## config.mk

```make
export PLATFORM = sky130hd
export DESIGN_NAME = ins_loader
export DESIGN_NICKNAME = d
export VERILOG_FILES = /design/src/rtl/ins_loader.sv
export SDC_FILE = /design/constraint.sdc
export NUM_CORES = 1
export LEC_CHECK = 0
export CORE_MARGIN = 2
export CORE_UTILIZATION = 35
export CTS_BUF_LIST = sky130_fd_sc_hd__clkbuf_8
export DETAILED_ROUTE_END_ITERATION = 10
export SLEW_MARGIN = 20
export SYNTH_ARGS = -nofsm -noshare
export SYNTH_HDL_FRONTEND = slang
export SYNTH_SLANG_ARGS = --single-unit
export TNS_END_PERCENT = 5
```

## constraint.sdc

```tcl
create_clock -name clk -period 4.6 [get_ports clk]
set_input_delay 0.92 -clock clk [delete_from_list [all_inputs] [get_ports clk]]
set_output_delay 0.92 -clock clk [all_outputs]
set_load 0.01 [all_outputs]
```

## src/rtl/ins_loader.sv

```systemverilog
// ---------------------------------------------------------------------------
// ins_loader
//
// Boot-time instruction loader. Assembles a big-endian byte stream into
// 32-bit words and writes them into the CPU instruction memory at ascending
// word addresses 0..NUM_WORDS-1. The CPU is held in reset (nRST=0) for the
// whole load and released only once every address has been written.
//
// If the program ends early (end_prog), any partial word is discarded and
// the remaining addresses are filled with zero words (NOP), one per cycle.
//
// Every output is driven straight from a register, so no input reaches an
// output through combinational logic.
//
// Parameters
//   NUM_WORDS   words written per load, legal range 1..32
//
// Ports
//   clk         sole clock, rising edge
//   clear       synchronous active-high reset, wins over every other input
//   start       begin a load from IDLE, or a reload from RUN
//   byte_valid  byte_data carries a program byte
//   byte_data   program byte, most significant byte of each word first
//   end_prog    end of program, zero-fill the remaining words
//   byte_ready  loader takes a byte this cycle (LOAD only)
//   InsWrEN     instruction-memory write enable
//   InsWrAddr   instruction-memory word address
//   InsDataIn   instruction word to write
//   nRST        active-low CPU reset, high only in RUN
//   busy        load in progress (LOAD, WRITE or FILL)
//   done        image complete and CPU released (RUN)
//   word_count  words taken from the byte stream in the current or last
//               load; fill words are not counted
// ---------------------------------------------------------------------------
module ins_loader #(
    parameter int NUM_WORDS = 32
) (
    input  logic        clk,
    input  logic        clear,
    input  logic        start,
    input  logic        byte_valid,
    input  logic [7:0]  byte_data,
    input  logic        end_prog,
    output logic        byte_ready,
    output logic        InsWrEN,
    output logic [4:0]  InsWrAddr,
    output logic [31:0] InsDataIn,
    output logic        nRST,
    output logic        busy,
    output logic        done,
    output logic [5:0]  word_count
);

    // Address of the final word. NUM_WORDS is at most 32, so this fits in
    // the 5-bit word address.
    localparam logic [4:0] LAST_ADDR = 5'(NUM_WORDS - 1);

    typedef enum logic [2:0] {
        ST_IDLE,   // CPU held in reset, waiting for start
        ST_LOAD,   // collecting bytes of the current word
        ST_WRITE,  // one-cycle write of a completed word
        ST_FILL,   // writing zero words up to the last address
        ST_RUN     // image complete, CPU released
    } state_e;

    // -----------------------------------------------------------------------
    // State and datapath registers
    // -----------------------------------------------------------------------
    state_e      state_q,      state_d;
    logic [4:0]  addr_q,       addr_d;        // word address being built/written
    logic [1:0]  byte_cnt_q,   byte_cnt_d;    // bytes held in word_q, wraps at 4
    logic [31:0] word_q,       word_d;        // shift register for the word
    logic [5:0]  word_count_q, word_count_d;  // words taken from the stream

    // Registered outputs
    logic        byte_ready_q, byte_ready_d;
    logic        wr_en_q,      wr_en_d;
    logic [31:0] wr_data_q,    wr_data_d;
    logic        nrst_q,       nrst_d;
    logic        busy_q,       busy_d;
    logic        done_q,       done_d;

    // A byte is taken only when it is offered and the loader is listening;
    // byte_ready_q is high exactly while the FSM sits in LOAD.
    logic byte_accept;
    assign byte_accept = byte_valid & byte_ready_q;

    // -----------------------------------------------------------------------
    // Next-state logic
    // -----------------------------------------------------------------------
    always_comb begin
        // NOTE: every variable written here gets a default first, so no path
        // through the case leaves one unassigned and no latch is inferred.
        state_d      = state_q;
        addr_d       = addr_q;
        byte_cnt_d   = byte_cnt_q;
        word_d       = word_q;
        word_count_d = word_count_q;
        wr_en_d      = 1'b0;
        wr_data_d    = 32'h0000_0000;

        unique case (state_q)
            ST_IDLE, ST_RUN: begin
                // A start in RUN is a reload: the CPU goes straight back
                // into reset because the next state is LOAD.
                if (start) begin
                    state_d      = ST_LOAD;
                    addr_d       = '0;
                    byte_cnt_d   = '0;
                    word_count_d = '0;
                end
            end

            ST_LOAD: begin
                if (end_prog) begin
                    // end_prog wins over a byte offered in the same cycle:
                    // that byte and any partial word are dropped, and the
                    // fill starts at the address that was being assembled.
                    state_d    = ST_FILL;
                    byte_cnt_d = '0;
                    wr_en_d    = 1'b1;
                end else if (byte_accept) begin
                    word_d     = {word_q[23:0], byte_data};
                    byte_cnt_d = byte_cnt_q + 2'd1;
                    if (byte_cnt_q == 2'd3) begin
                        state_d      = ST_WRITE;
                        word_count_d = word_count_q + 6'd1;
                        wr_en_d      = 1'b1;
                        wr_data_d    = word_d;
                    end
                end
            end

            ST_WRITE: begin
                // Exactly one write cycle per word; end_prog and start have
                // no effect here.
                if (addr_q == LAST_ADDR) begin
                    state_d = ST_RUN;
                end else begin
                    state_d = ST_LOAD;
                    addr_d  = addr_q + 5'd1;
                end
            end

            ST_FILL: begin
                // One zero word per cycle until the last address is written.
                if (addr_q == LAST_ADDR) begin
                    state_d = ST_RUN;
                end else begin
                    addr_d  = addr_q + 5'd1;
                    wr_en_d = 1'b1;
                end
            end

            default: begin
                state_d = ST_IDLE;
            end
        endcase

        // Status outputs are decoded from the state being entered, so the
        // registered copies line up with the state they describe.
        byte_ready_d = (state_d == ST_LOAD);
        nrst_d       = (state_d == ST_RUN);
        done_d       = (state_d == ST_RUN);
        busy_d       = (state_d == ST_LOAD) || (state_d == ST_WRITE) ||
                       (state_d == ST_FILL);
    end

    // -----------------------------------------------------------------------
    // Registers
    // -----------------------------------------------------------------------
    always_ff @(posedge clk) begin
        // NOTE: sequential state uses non-blocking assignments so every
        // register samples the pre-edge values regardless of statement order.
        if (clear) begin
            state_q      <= ST_IDLE;
            addr_q       <= '0;
            byte_cnt_q   <= '0;
            word_q       <= '0;
            word_count_q <= '0;
            byte_ready_q <= 1'b0;
            wr_en_q      <= 1'b0;
            wr_data_q    <= '0;
            nrst_q       <= 1'b0;
            busy_q       <= 1'b0;
            done_q       <= 1'b0;
        end else begin
            state_q      <= state_d;
            addr_q       <= addr_d;
            byte_cnt_q   <= byte_cnt_d;
            word_q       <= word_d;
            word_count_q <= word_count_d;
            byte_ready_q <= byte_ready_d;
            wr_en_q      <= wr_en_d;
            wr_data_q    <= wr_data_d;
            nrst_q       <= nrst_d;
            busy_q       <= busy_d;
            done_q       <= done_d;
        end
    end

    // -----------------------------------------------------------------------
    // Outputs
    // -----------------------------------------------------------------------
    // addr_q holds the address being written in WRITE and FILL.
    assign byte_ready = byte_ready_q;
    assign InsWrEN    = wr_en_q;
    assign InsWrAddr  = addr_q;
    assign InsDataIn  = wr_data_q;
    assign nRST       = nrst_q;
    assign busy       = busy_q;
    assign done       = done_q;
    assign word_count = word_count_q;

endmodule

```

# == Word-level counts from Yosys, hierarchy flattened ==
# Index checks and enable logic that the tools add are counted.
# classes
bitwise_logic,5
n_reduce_logical,12
n_eq_ne,16
n_addsub,3
mux,24
# op_table
op,n
$mux 6,4
$mux 3,6
$eq 3x2->1 const B,4
$pmux 3 s4,1
$pmux 6 s2,1
$mux 5,2
$ne 2x2->1 const B,5
$pmux 5 s2,1
$reduce_and 3->1,3
$add 6x1->6 const B,1
$eq 3x1->1 const B,2
$eq 3x3->1 const B,2
$mux 2,3
$add 5x1->5 const B,1
$eq 5x5->1 const B,1
$reduce_and 5->1,1
$reduce_or 5->1,1
$mux 1,4
$not 1->1,4
$pmux 2 s2,1
$reduce_bool 2->1,2
$reduce_or 2->1,2
$logic_not 3->1,1
$ne 3x3->1 const B,1
5 further kinds,6
# totals
input_bits,13
ff_bits,76
wordCells,70
out_inout_bits,48

# == Depth between registers and ports, before layout ==
# logic_depth
word_depth,8
ltp_mapped,7

# == Worst setup path before layout ==
# No wires, ideal clock.
# synth_path
path_type,input-to-reg
start,in end_prog
end,"reg word_count_q[5], in the netlist word_count[5]"
path_slack_ps,2624
t_required_ps,4527
t_arrival_ps,1903
stages,4
path_cell_list,and4b_1 -> a21oi_2 -> or4_1 -> a21oi_1
# synth_via
elab_chain_cells,2
# synth_rtl
item,line_no,source
from (decl),43,"input logic end_prog,"
$ne 2x2->1 (no line),-,
$reduce_and 5->1 (no line),-,
to (signal assigned),192,word_count_q <= word_count_d;
to (decl),73,"logic [5:0] word_count_q, word_count_d;"
# Every way passes these cells.
# A chain may end at the register's enable or synchronous reset.

# == Worst setup path after layout ==
# layout_path
start,in end_prog
end,reg word_q[11]
# layout_via
elab_chain_cells,2
# layout_rtl
item,line_no,source
$not 1->1 (no line),-,
$reduce_and 3->1 (no line),-,
to (signal assigned),191,word_q <= word_d;
to (decl),72,"logic [31:0] word_q, word_d;"
# Every way passes these cells.

==> metrics.md <==
| Metric | Value |
|---|---|
| Outcome | `complete, no violations` |
| GR Layer Usage met1 | `0.148` |
| Via Count | `roughly 2,000` |
| Die area | `between 8000 and 9000 sq um` |
| Minimum clock period | `2.52 ns` |
| Die X | `between 90 and 100 um` |
| Final hold vios | `0` |
| Skew-Pair Late Insertion Delay | `between 0.3 and 0.4 ns` |
| Met3 Use GR | `0.0384` |
| Avg Vias per Cell | `4.56` |
| Worst setup SP type | `input pin` |
| IO Count | `a little over 60` |
| CTS tree | `yes` |
| Core Area | `just over 7000 sq um` |
| Clock sinks | `76` |
| Hold path cells | `2` |
| Post-Synthesis Cells | `~270` |
| Total wire length | `around 5000 um` |
| Clk_skew | `0.00652 ns` |
| Ys Warns | `0` |
| Mean area per synthesized cell | `9.54 sq um` |
| Grt peak-use layer | `met2` |
| Global Route Usage Sum | `0.129` |
| Finish-stage setup viols | `0` |
| Core Rows | `31` |
| DRT iter0 DRCs | `54` |
| Final GP Congestion | `approximately 0.74` |
| Vias in the first global route | `between 1,500 and 2,000` |
| H-tree depth | `3` |
| Drt first pass iters | `5` |
| CTS buffer count | `9` |
| Final Cycle Share | `0.548` |
| F_max | `396 MHz` |
| Critical Path RT | `4.82 ns` |
| Clk root buf | `clkbuf_8` |
| EDFF count, synth | `0` |
| Global route overflow | `0` |
| MaxCap Viol Count | `0` |
| Post-synth top flop | `dfxtp_1` |
| Total chip power | `approximately 1.2 mW` |
| Post-DP HPWL | `around 3400 um` |
| WHS | `between 0.4 and 0.5 ns` |
| Total setup buffers inserted after CTS | `0` |
| Finished Core Util | `0.479` |
| Die height | `between 90 and 100 um` |
| VDD IR-drop max | `around 0.14 mV` |
| Leak Pwr | `around 1.3 nW` |
| Critical path type | `input pin to flop` |
| RSZ-0062 raised after global routing | `false` |
| Power Density | `344 nW/um^2` |
| Synthesized Nets | `291` |
| Register bit total from synthesis | `76` |
| Post-synthesis sequential area ratio | `0.584` |
| Synth unique cells | `35` |
| Clock Tree Buf Depth | `2` |
| Post-synthesis cell area | `roughly 2600 sq um` |
| Share of cells above drive strength 1 | `0.0565` |
| Initial Util | `0.361` |
| CP Capture Type | `flop` |
| Area grow syn2layout | `32.6%` |
| Slew Limit Headroom | `0.330` |
| Reg clk slew, reported paths | `approximately 0.070 ns` |
| M2 GR Usage | `0.217` |
| Setup TNS | `0 ns` |
| Post-DR wirelength/cell | `11.5 um` |
| Largest net degree at the start of global routing | `34` |
| FFs w/ async S/R, synth | `0` |
| Cts-stage hold buffer count | `0` |
| Final routed DRC violation total | `0` |
| IO Port Bufs | `60` |
| # nets final | `349` |
| Initial antenna violation count | `0` |
| Most frequent cells in the layout | `76 x dfxtp_1, 60 x clkdlybuf4s50_1, 50 x nand2_1` |
| Worst Path Max Fanout | `24` |
| Reg2Reg Depth | `4` |
| Post-CTS Resized | `0` |
| Ant diodes | `0` |
| Hold Crit Class | `flop to flop` |
| Detail Route Antenna Nets | `0` |
| Commonest non-fill, non-tap cell in the layout | `dfxtp_1` |
| First-pass GRT wire length | `~8400 um` |
| Max-slew violation count | `0` |
| Slew @ Worst Pin | `around 1 ns` |
| Arr. time, crit path | `~2.7 ns` |
[cell families after synthesis]
family	Yosys count	synth area share
buffers and inverters	18	0.0317
and+or+nand+nor	120	0.241
xor gates and xnor gates	1	0.00336
adders and majority gates	5	0.0240
DFF	76	0.584
muxes	2	0.00769
AOI/OAI and AO/OA	51	0.108
[path summary, 6_finish.rpt]
check / from / endpoint / slack, ns
max: end_prog / word_q[11]$_SDFFE_PP0P_ / 2.08
min: word_q[21]$_SDFFE_PP0P_ / word_q[21]$_SDFFE_PP0P_ / 0.45
max reg2reg: state_q[1]$_SDFF_PP0_ / word_q[11]$_SDFFE_PP0P_ / 2.61
min reg2reg: word_q[21]$_SDFFE_PP0P_ / word_q[21]$_SDFFE_PP0P_ / 0.45
[final cells by class]
class / instances / area, sq um
repair buffers: 61 / 608
fillers: 713 / 3760
multi-input cells: 179 / 1000
clock inverters: 7 / 61.3
clock buffers: 9 / 124
well taps: 99 / 124
inverters: 4 / 15.0
flip-flops and latches: 76 / 1520
[routing by layer]
layer  share of wire  vias up  routed length, um
met5               0        -                  0
met4           0.021        0                106
met3           0.055       11                275
met2            0.47       49               2390
met1            0.45      901               2260
li1                -     1021                  -
[synth_stat cells, types with 2 or more instances]
cell type / instances / area [sq um]
inv_1: 4 / 15.0
a21oi_1: 34 / 170
and2_1: 32 / 200
o21ai_0: 9 / 45.0
a22oi_1: 2 / 15.0
nand2b_1: 2 / 12.5
nor3b_2: 2 / 25.0
mux2i_1: 2 / 20.0
and3_1: 3 / 18.8
nand2_1: 50 / 188
or3_1: 4 / 25.0
nor2_1: 13 / 48.8
nand3_1: 4 / 20.0
dfxtp_1: 76 / 1520
nand4_1: 2 / 12.5
buf_2: 3 / 15.0
ha_1: 5 / 62.6
clkbuf_1: 9 / 33.8
[flip-flops by register name, indices dropped and copies added, names as in the netlist]
| signal | count |
|---|---|
| word_q | 24 |
| InsWrEN | 1 |
| word_count | 6 |
| InsDataIn | 32 |
| byte_cnt_q | 2 |
| InsWrAddr | 5 |
| state_q | 3 |
| busy | 1 |
| done | 1 |
| byte_ready | 1 |
[report_power, final]
| part | total (mW) | switching (mW) | internal [mW] |
|---|---|---|---|
| clock network | 0.470 | 0.226 | 0.244 |
| registers | 0.668 | 0.00536 | 0.662 |
| logic | 0.0491 | 0.0263 | 0.0228 |
[stage by stage]
stage                     cells  area [sq um]  setup slack [ns]
after floorplan             273          2600              2.62
after global placement      419          3270              1.70
after detailed placement    419          3270              1.67
after CTS                   435          3450              2.03
after global routing        435          3450              1.80
final                       435          3450              2.08
[critical path: stages]
cell             delay (ns)
clkdlybuf4s50_1        0.45
nor2_1                 0.18
nand4_1                0.81
nand2_1                0.29
a21oi_1                0.09
Power figures use the tool's default switching activity.
